## src/rtl/onchip_mem_read_cache.sv

```systemverilog
// Direct-mapped write-through read cache in front of a 1-cycle on-chip memory; hits return next cycle,
// misses in 3 cycles, writes take 2. Optional hit/miss counters are enabled by ONCHIP_CACHE_STATS_EN.
module onchip_mem_read_cache #(
  parameter int ADDR_W     = 17,
  parameter int DATA_W     = 32,
  parameter int LINES_LOG2 = 6
) (
  input  logic                  clk,
  input  logic                  reset,
  input  logic [ADDR_W-1:0]     s_address,
  input  logic                  s_read,
  input  logic                  s_write,
  input  logic [DATA_W/8-1:0]   s_byteenable,
  input  logic [DATA_W-1:0]     s_writedata,
  output logic                  s_waitrequest,
  output logic [DATA_W-1:0]     s_readdata,
  output logic                  s_readdatavalid,
  input  logic                  flush,
  output logic [ADDR_W-1:0]     m_address,
  output logic [DATA_W/8-1:0]   m_byteenable,
  output logic                  m_chipselect,
  output logic                  m_write,
  output logic [DATA_W-1:0]     m_writedata,
  output logic                  m_clken,
`ifdef ONCHIP_CACHE_STATS_EN
  input  logic                  stats_clr,
  output logic [31:0]           hit_count,
  output logic [31:0]           miss_count,
`endif
  input  logic [DATA_W-1:0]     m_readdata
);

  localparam int BE_W  = DATA_W / 8;
  localparam int LINES = 1 << LINES_LOG2;
  localparam int TAG_W = ADDR_W - LINES_LOG2;

  typedef enum logic [1:0] {IDLE, MREQ, MCAP, WR} state_t;

  state_t state, state_next;

  logic [LINES-1:0]  valid;
  logic [TAG_W-1:0]  tag_mem  [LINES];
  logic [DATA_W-1:0] data_mem [LINES];

  logic [LINES_LOG2-1:0] idx, req_idx;
  logic [TAG_W-1:0]      tag, req_tag;
  logic                  hit;

  logic [ADDR_W-1:0] req_addr;
  logic [BE_W-1:0]   req_be;
  logic [DATA_W-1:0] req_data;
  logic              req_hit;

  logic accept, hit_acc, miss_start, wr_start;

  assign idx     = s_address[LINES_LOG2-1:0];
  assign tag     = s_address[ADDR_W-1:LINES_LOG2];
  assign req_idx = req_addr[LINES_LOG2-1:0];
  assign req_tag = req_addr[ADDR_W-1:LINES_LOG2];
  assign hit     = valid[idx] && (tag_mem[idx] == tag);

  assign m_clken       = 1'b1;
  assign s_waitrequest = ~accept;

  always_ff @(posedge clk or posedge reset) begin
    if (reset) state <= IDLE;
    else       state <= state_next;
  end

  // Writes win over a simultaneous read so an illegal read+write still completes.
  always_comb begin
    state_next = state;
    accept     = 1'b0;
    hit_acc    = 1'b0;
    miss_start = 1'b0;
    wr_start   = 1'b0;
    unique case (state)
      IDLE: begin
        if (s_write) begin
          state_next = WR;
          wr_start   = 1'b1;
        end else if (s_read) begin
          if (hit) begin
            accept  = 1'b1;
            hit_acc = 1'b1;
          end else begin
            state_next = MREQ;
            miss_start = 1'b1;
          end
        end
      end
      MREQ: state_next = MCAP;
      MCAP: begin
        state_next = IDLE;
        accept     = 1'b1;
      end
      WR: begin
        state_next = IDLE;
        accept     = 1'b1;
      end
      default: state_next = IDLE;
    endcase
  end

  // Memory-side outputs are only non-zero while in MREQ or WR, which are entered only from IDLE.
  always_ff @(posedge clk or posedge reset) begin
    if (reset) begin
      m_chipselect <= 1'b0;
      m_write      <= 1'b0;
      m_address    <= '0;
      m_byteenable <= '0;
      m_writedata  <= '0;
    end else begin
      m_chipselect <= miss_start | wr_start;
      m_write      <= wr_start;
      m_address    <= (miss_start | wr_start) ? s_address : '0;
      m_byteenable <= wr_start ? s_byteenable : (miss_start ? {BE_W{1'b1}} : '0);
      m_writedata  <= wr_start ? s_writedata : '0;
    end
  end

  always_ff @(posedge clk or posedge reset) begin
    if (reset) begin
      req_addr <= '0;
      req_be   <= '0;
      req_data <= '0;
      req_hit  <= 1'b0;
    end else if (miss_start | wr_start) begin
      req_addr <= s_address;
      req_be   <= s_byteenable;
      req_data <= s_writedata;
      req_hit  <= hit;
    end
  end

  always_ff @(posedge clk or posedge reset) begin
    if (reset) begin
      s_readdatavalid <= 1'b0;
      s_readdata      <= '0;
    end else begin
      s_readdatavalid <= hit_acc | (state == MCAP);
      if (hit_acc)
        s_readdata <= data_mem[idx];
      else if (state == MCAP)
        s_readdata <= m_readdata;
    end
  end

  // Flush beats a fill completing in the same cycle: the data is returned but the line stays invalid.
  always_ff @(posedge clk or posedge reset) begin
    if (reset)
      valid <= '0;
    else if (flush)
      valid <= '0;
    else if (state == MCAP)
      valid[req_idx] <= 1'b1;
  end

  always_ff @(posedge clk) begin
    if (state == MCAP) begin
      data_mem[req_idx] <= m_readdata;
      tag_mem[req_idx]  <= req_tag;
    end else if (state == WR && req_hit) begin
      for (int b = 0; b < BE_W; b++)
        if (req_be[b])
          data_mem[req_idx][8*b +: 8] <= req_data[8*b +: 8];
    end
  end

`ifdef ONCHIP_CACHE_STATS_EN
  always_ff @(posedge clk or posedge reset) begin
    if (reset) begin
      hit_count  <= '0;
      miss_count <= '0;
    end else if (stats_clr) begin
      hit_count  <= '0;
      miss_count <= '0;
    end else begin
      if (hit_acc && hit_count != 32'hFFFF_FFFF)
        hit_count <= hit_count + 32'd1;
      if (miss_start && miss_count != 32'hFFFF_FFFF)
        miss_count <= miss_count + 32'd1;
    end
  end
`endif

endmodule

```

## config.mk

```make
export PLATFORM = sky130hd
export DESIGN_NAME = onchip_mem_read_cache
export DESIGN_NICKNAME = d
export VERILOG_FILES = /design/src/rtl/onchip_mem_read_cache.sv
export SDC_FILE = /design/constraint.sdc
export NUM_CORES = 2
export LEC_CHECK = 0
export ABC_AREA = 1
export CORE_MARGIN = 2
export CORE_UTILIZATION = 50
export CTS_CLUSTER_SIZE = 28
export DETAILED_ROUTE_END_ITERATION = 16
export PLACE_DENSITY = 0.73
export SYNTH_ARGS = -nofsm -noshare
export SYNTH_HDL_FRONTEND = slang
export SYNTH_SLANG_ARGS = --single-unit
export TNS_END_PERCENT = 100
```

## constraint.sdc

```tcl
create_clock -name clk -period 20.9 [get_ports clk]
set_clock_uncertainty 0.2 [all_clocks]
set_input_delay 4.18 -clock clk [delete_from_list [all_inputs] [get_ports clk]]
set_output_delay 4.18 -clock clk [all_outputs]
set_load 0.005 [all_outputs]
```

== Word level (Yosys, flattened, before mapping) ==
Memory sizes are Yosys's and may differ from the RTL's.
Index checks and enable logic that the tools add are counted.

* Register bits after elaboration: 208
* Memories: 2
* Word-level logic and storage cells: 89
* RAM bits: 2752
* Input port bits: 90
* Output and inout bits: 90

{| class="wikitable"
|+ Memories
! memory !! words !! bits a word !! rd ports !! clocked after memory_dff !! write ports !! line !! source
|-
| data_mem || 64 || 32 || 1 || 0 || 1 || 43 || <nowiki>logic [DATA_W-1:0] data_mem [LINES];</nowiki>
|-
| tag_mem || 64 || 11 || 1 || 0 || 1 || 42 || <nowiki>logic [TAG_W-1:0] tag_mem [LINES];</nowiki>
|}

* Equal/unequal tests: 6
* Order comparisons: 3
* Mux-type cells: 49
* Reductions and logical operators: 8
* Bitwise gates (word level): 8

{| class="wikitable"
|+ Operators by type and width
! operator !! number
|-
| 64-bit 2-to-1 mux || 2
|-
| 32-bit 2-to-1 mux || 3
|-
| 64-bit OR || 1
|-
| 8-bit 2-to-1 mux || 4
|-
| 1-bit 2-to-1 mux || 30
|-
| 17-bit 2-to-1 mux || 1
|-
| 6-bit by 7-bit less-than comparator with 1-bit output (second input constant) || 2
|-
| 11-bit == test || 1
|-
| 4-bit 2-to-1 mux || 2
|-
| 1-bit binary-select mux with 6-bit select || 1
|-
| 1-bit demux with 6-bit select || 1
|-
| 6-bit by 1-bit greater-or-equal comparator with 1-bit output (second input constant) || 1
|-
| 2-bit 2-to-1 mux || 3
|-
| 3-bit != test (second input constant) || 2
|-
| 1-bit OR || 6
|-
| 2-bit one-hot mux with 3 select lines || 1
|-
| 2-bit == test (second input constant) || 2
|-
| 2-bit nonzero test || 2
|-
| 1-bit logical AND || 3
|-
| 2-bit by 1-bit == test with 1-bit output (second input constant) || 1
|-
| 2-bit logical NOT || 1
|-
| 1-bit one-hot mux with 2 select lines || 1
|-
| 2-bit AND reduction || 1
|-
| 2-bit OR reduction || 1
|-
| 1-bit NOT || 1
|}

== Depth between registers and ports, before layout ==
* Depth in word-level cells: 9
* Mapped depth: 23

== Worst setup path after synthesis ==
Ideal clock, no wire load.

* Path type: input to output
* Start point: input port s_address[0]
* End point: output port s_waitrequest
* Stages on the path: 21
* Data required time: 16.520 ns
* Setup slack: 10.434 ns
* Arrival: 6.086 ns
* Buffers on the path: 5
* Cell sequence: buf_6 inv_6 buf_6 buf_2 nand2_1 nand3_1 nand3_1 nand3_1 nand3_1 nand3_1 nand2_1 nand2_1 nand2_1 nor2_1 nand2_1 nor2_4 nand3_1 buf_2 buf_2 nand2_1 inv_1

* Longest elaborated chain between the ends: 8
* Elaborated cells on any way between the ends: 10

{| class="wikitable"
|+ Ends and longest elaborated chain
! item !! line !! source
|-
| start, declared || 10 || <nowiki>input logic [ADDR_W-1:0] s_address,</nowiki>
|-
| memory 64 x 11 bit or 1-bit binary-select mux with 6-bit select (tied branches) || -- ||
|-
| 11-bit == test or 1-bit 2-to-1 mux (tied branches) || 60 || <nowiki>assign hit = valid[idx] && (tag_mem[idx] == tag);</nowiki>
|-
| 1-bit logical AND * || 60 ||
|-
| 1-bit 2-to-1 mux * || 83 || <nowiki>if (hit) begin</nowiki>
|-
| 1-bit 2-to-1 mux * || 82 || <nowiki>end else if (s_read) begin</nowiki>
|-
| 1-bit 2-to-1 mux * || 79 || <nowiki>if (s_write) begin</nowiki>
|-
| 1-bit one-hot mux with 2 select lines * || 77 || <nowiki>unique case (state)</nowiki>
|-
| 1-bit NOT * || 63 || <nowiki>assign s_waitrequest = ~accept;</nowiki>
|-
| end, declared || 15 || <nowiki>output logic s_waitrequest,</nowiki>
|}

Mark *: on every way between the ends. The rest lies on a longest branch, timed or not. The select of a mux whose other input is x is not followed.

== Worst setup path in the final report ==
Ends and elaborated chain as after synthesis.

==> key figures <==
Run status
  • Status: finished with violations
  • Violations in the final reports: max-capacitance violations, max-slew violations

Clock tree
  • Clk slew on worst S/H paths: 0.06 ns
  • Clock Root Buffer: clkbuf_16
  • Clk_lat worst skew: 0.97 ns
  • CTS HTree Levels: 5
  • Post CTS Setup Buffer Count: 0
  • Post_cts resized: 0
  • Total CTS buffers: 299
  • CTS tree: done
  • CTS Buffer Depth: 4
  • Clk sinks: 2960
  • Hold buffers post-CTS: 0

Placement
  • Worst slack at placement: 6.492 ns
  • GP Congestion: 0.9115
  • DP HPWL: 203900 um
  • Buffers added on ports: 178
  • DP Cell Count: 12830

Worst setup path
  • CP endpoint kind: output port
  • Crit-path max FO: 167
  • Most common cell on crit path: nand2_1
  • Slowest stage delay, CP: 0.98 ns
  • WP data required: 16.52 ns
  • Slowest-stage cell, CP: buf_4
  • Arrival @ worst endpoint: 10.35 ns
  • CP Cell Sequence: buf_8 > buf_4 > buf_4 > nand2_1 > nand3_1 > nand3_1 > nand3_1 > nand3_1 > nand3_1 > nand2_1 > nand2_1 > nand2_1 > nor2_1 > nand2_1 > nor2_4 > buf_4 > nand3_4 > nand2_1 > inv_1 > clkdlybuf4s50_1
  • Startpoint types: input pin
  • Crit path kind: in2out

STA
  • Min Tclk post-route: 14.73 ns
  • Final hold violations: 0
  • Final setup TNS: 0 ns
  • RSZ-0062 raised after global routing: no
  • Finish-stage setup viols: 0
  • Relative slew margins: -1.997%
  • Actual slew at the worst max-slew pin: 1.528 ns
  • Final WS setup: 6.174 ns
  • F_max: 0.06791 GHz
  • Crit share post-route: 70.46%
  • Fin. max-slew vios: 6
  • Hold WS: 0.2859 ns

Synth
  • Yosys warnings: 0
  • Synth Area in Compound Gates: 9.188%
  • Mean Syn Cell Area: 11.94 um2
  • Simple logic cell fraction of the synthesized area: 13.49%
  • Sequential cell area fraction in the yosys report: 73.39%
  • XOR/XNOR share of the synthesized area: 0%
  • Adder-Cell Fraction of Synth Area: 0%
  • FF+latch count, synth: 2960
  • Main combinational cell family by area after synthesis: simple AND/OR/NAND/NOR gates
  • Mux cell area share after synthesis: 0%
  • Mapped Cells: 10030
  • Post-synth cell types: 27
  • Post-Syn Area: 119700 um2
  • Synthesized Nets: 10120

Power
  • Pwr/cell area: 101.9 nW/um2
  • Net Sw Frac: 25.69%
  • P_leak: 47.15 nW
  • Clock Power Share: 37.1%
  • Internal power: 10.07 mW
  • Sw power: 3.482 mW
  • IR drop worst, VDD: 164.8 uV
  • Combinational Power Share: 10.5%
  • Sequential power share: 52.3%

Floorplanning
  • Core Region: 237900 um2
  • Die height: 493.3 um
  • Die area: 243300 um2
  • Ports: 180
  • Starting Density: 50.32%
  • # rows: 179
  • Width of the die: 493.3 um

Routing
  • Remaining DRCs: 0
  • Vias per std cell: 6.197
  • Vias: 82790
  • Routed len/inst: 26.53 um
  • Post-Route WL: 354400 um
  • DR iter-0 viols: 13260
  • Drt first pass iters: 7
  • Antenna-violating nets left: 0

Global route
  • Antenna violations before repair: 25
  • Largest net degree at the start of global routing: 235
  • GRT Util Overall: 28.47%
  • Gr ovfl total: 0
  • First-pass GRT wire length: 515600 um
  • Vias in the first global route: 78500

Final layout
  • Non-Filler Instances: 13360
  • Layout area overhead: 11.08%
  • Fill cells: 18780
  • Commonest non-fill, non-tap cell in the layout: edfxtp_1
  • Net count, final: 10050
  • Most frequent cells in the layout: edfxtp_1 (2752), nand2_1 (1474), nor2_1 (1411)
  • Proportion of layout cells with a drive suffix above 1: 6.795%

Job
  • Max-cap check violation count: 1

Min path
  • Hold Path Class: reg2reg
path summary, 6_finish.rpt:
path | startpoint | to | slack, ns | cells after the start
worst max-delay path | s_address[0] | s_waitrequest | 6.17 | 20
worst min-delay path | state[1]$_DFFE_PP0P_ | state[1]$_DFFE_PP0P_ | 0.29 | 1
worst max register to register | tag_mem[17][2]$_DFFE_PP_ | s_readdata[6]$_DFFE_PP0P_ | 16.61 | 16
worst min register to register | state[1]$_DFFE_PP0P_ | state[1]$_DFFE_PP0P_ | 0.29 | 1
max in group asynchronous | reset | req_addr[9]$_DFFE_PP0P_ | 14.75 | 4
min in group asynchronous | reset | req_data[1]$_DFFE_PP0P_ | 3.58 | 2
per-stage QoR:
| stage | area (um2) | utilization (%) | total power, mW |
|---|---|---|---|
| 5_1_grt | 132900 | 55.88 | 13.88 |
| 4_1_cts | 132900 | 55.87 | 13.50 |
| 6_report | 133000 | 55.90 | 13.55 |
| 3_5_place_dp | 123900 | 52.11 | 8.585 |
| 3_3_place_gp | 123900 | 52.11 | 8.544 |
| 2_1_floorplan | 119700 | - | 7.852 |
critical path: cells and delay by family:
kind | cells | cell delay, ns
buffers and inverters | 6 | 3.68
and+or+nand+nor | 14 | 2.11
synthesized netlist by cell type:
| cell type | n | area, um2 |
|---|---|---|
| inv_1 | 444 | 1667 |
| a21oi_1 | 21 | 105.1 |
| buf_2 | 152 | 760.7 |
| conb_1 | 1 | 3.750 |
| buf_4 | 37 | 277.8 |
| clkinv_1 | 9 | 33.78 |
| o211ai_1 | 73 | 548.0 |
| or2_2 | 31 | 193.9 |
| nor2_4 | 1 | 11.26 |
| nand2_1 | 1508 | 5660 |
| inv_6 | 1 | 8.760 |
| nand4_1 | 33 | 206.5 |
| dfrtp_1 | 208 | 5205 |
| edfxtp_1 | 2752 | 82640 |
| nor3_1 | 16 | 80.08 |
| o21ba_2 | 3 | 30.03 |
| nor2_1 | 1462 | 5488 |
| nand3_1 | 900 | 4504 |
| o221ai_1 | 86 | 753.2 |
| o22ai_1 | 512 | 3203 |
| buf_6 | 5 | 56.30 |
| o21ai_0 | 1254 | 6276 |
| buf_1 | 54 | 202.7 |
| inv_2 | 6 | 22.52 |
| nor2_2 | 1 | 6.260 |
| clkbuf_1 | 445 | 1670 |
| o21bai_1 | 11 | 82.58 |
per-layer routing:
metal / wire length, um / GRT usage [%]
met5: 234 / 0
met4: 23040 / 16.87
met3: 48210 / 8.540
met2: 157700 / 42.24
met1: 125300 / 37.20
cell type report:
type	instances	area (um2)	area share, %
Clock inverter	118	808.3	0.6079
Sequential cell	2960	87860	66.08
Timing Repair Buffer	326	2963	2.228
Antenna cell	25	62.56	0.04705
Multi-Input combinational cell	5913	27390	20.60
Clock buffer	392	8129	6.114
Inverter	460	1783	1.341
Tap cell	3167	3963	2.980
power groups by stage:
stage          Clock [mW]  Sequential (mW)  Combinational [mW]
6_report             5.03             7.09                1.43
3_3_place_gp            0             7.20                1.35
2_1_floorplan           0             7.17               0.678
3_5_place_dp            0             7.21                1.38
5_1_grt              5.26             7.11                1.50
4_1_cts              5.03             7.08                1.39
state kept, by name (all words and copies together), names as in the netlist, 2 cells and up:
register / count
m_address: 17
valid: 64
tag_mem: 704
req_be: 4
state: 2
req_data: 32
s_readdata: 32
m_writedata: 32
data_mem: 2048
req_addr: 17
m_byteenable: 4
kinds of logic after synthesis:
kind of cell	Yosys count
simple gates	3952
buf+inv	1153
other cells	1
compound gates	1960
flops	2960
Power figures use the tool's default switching activity.
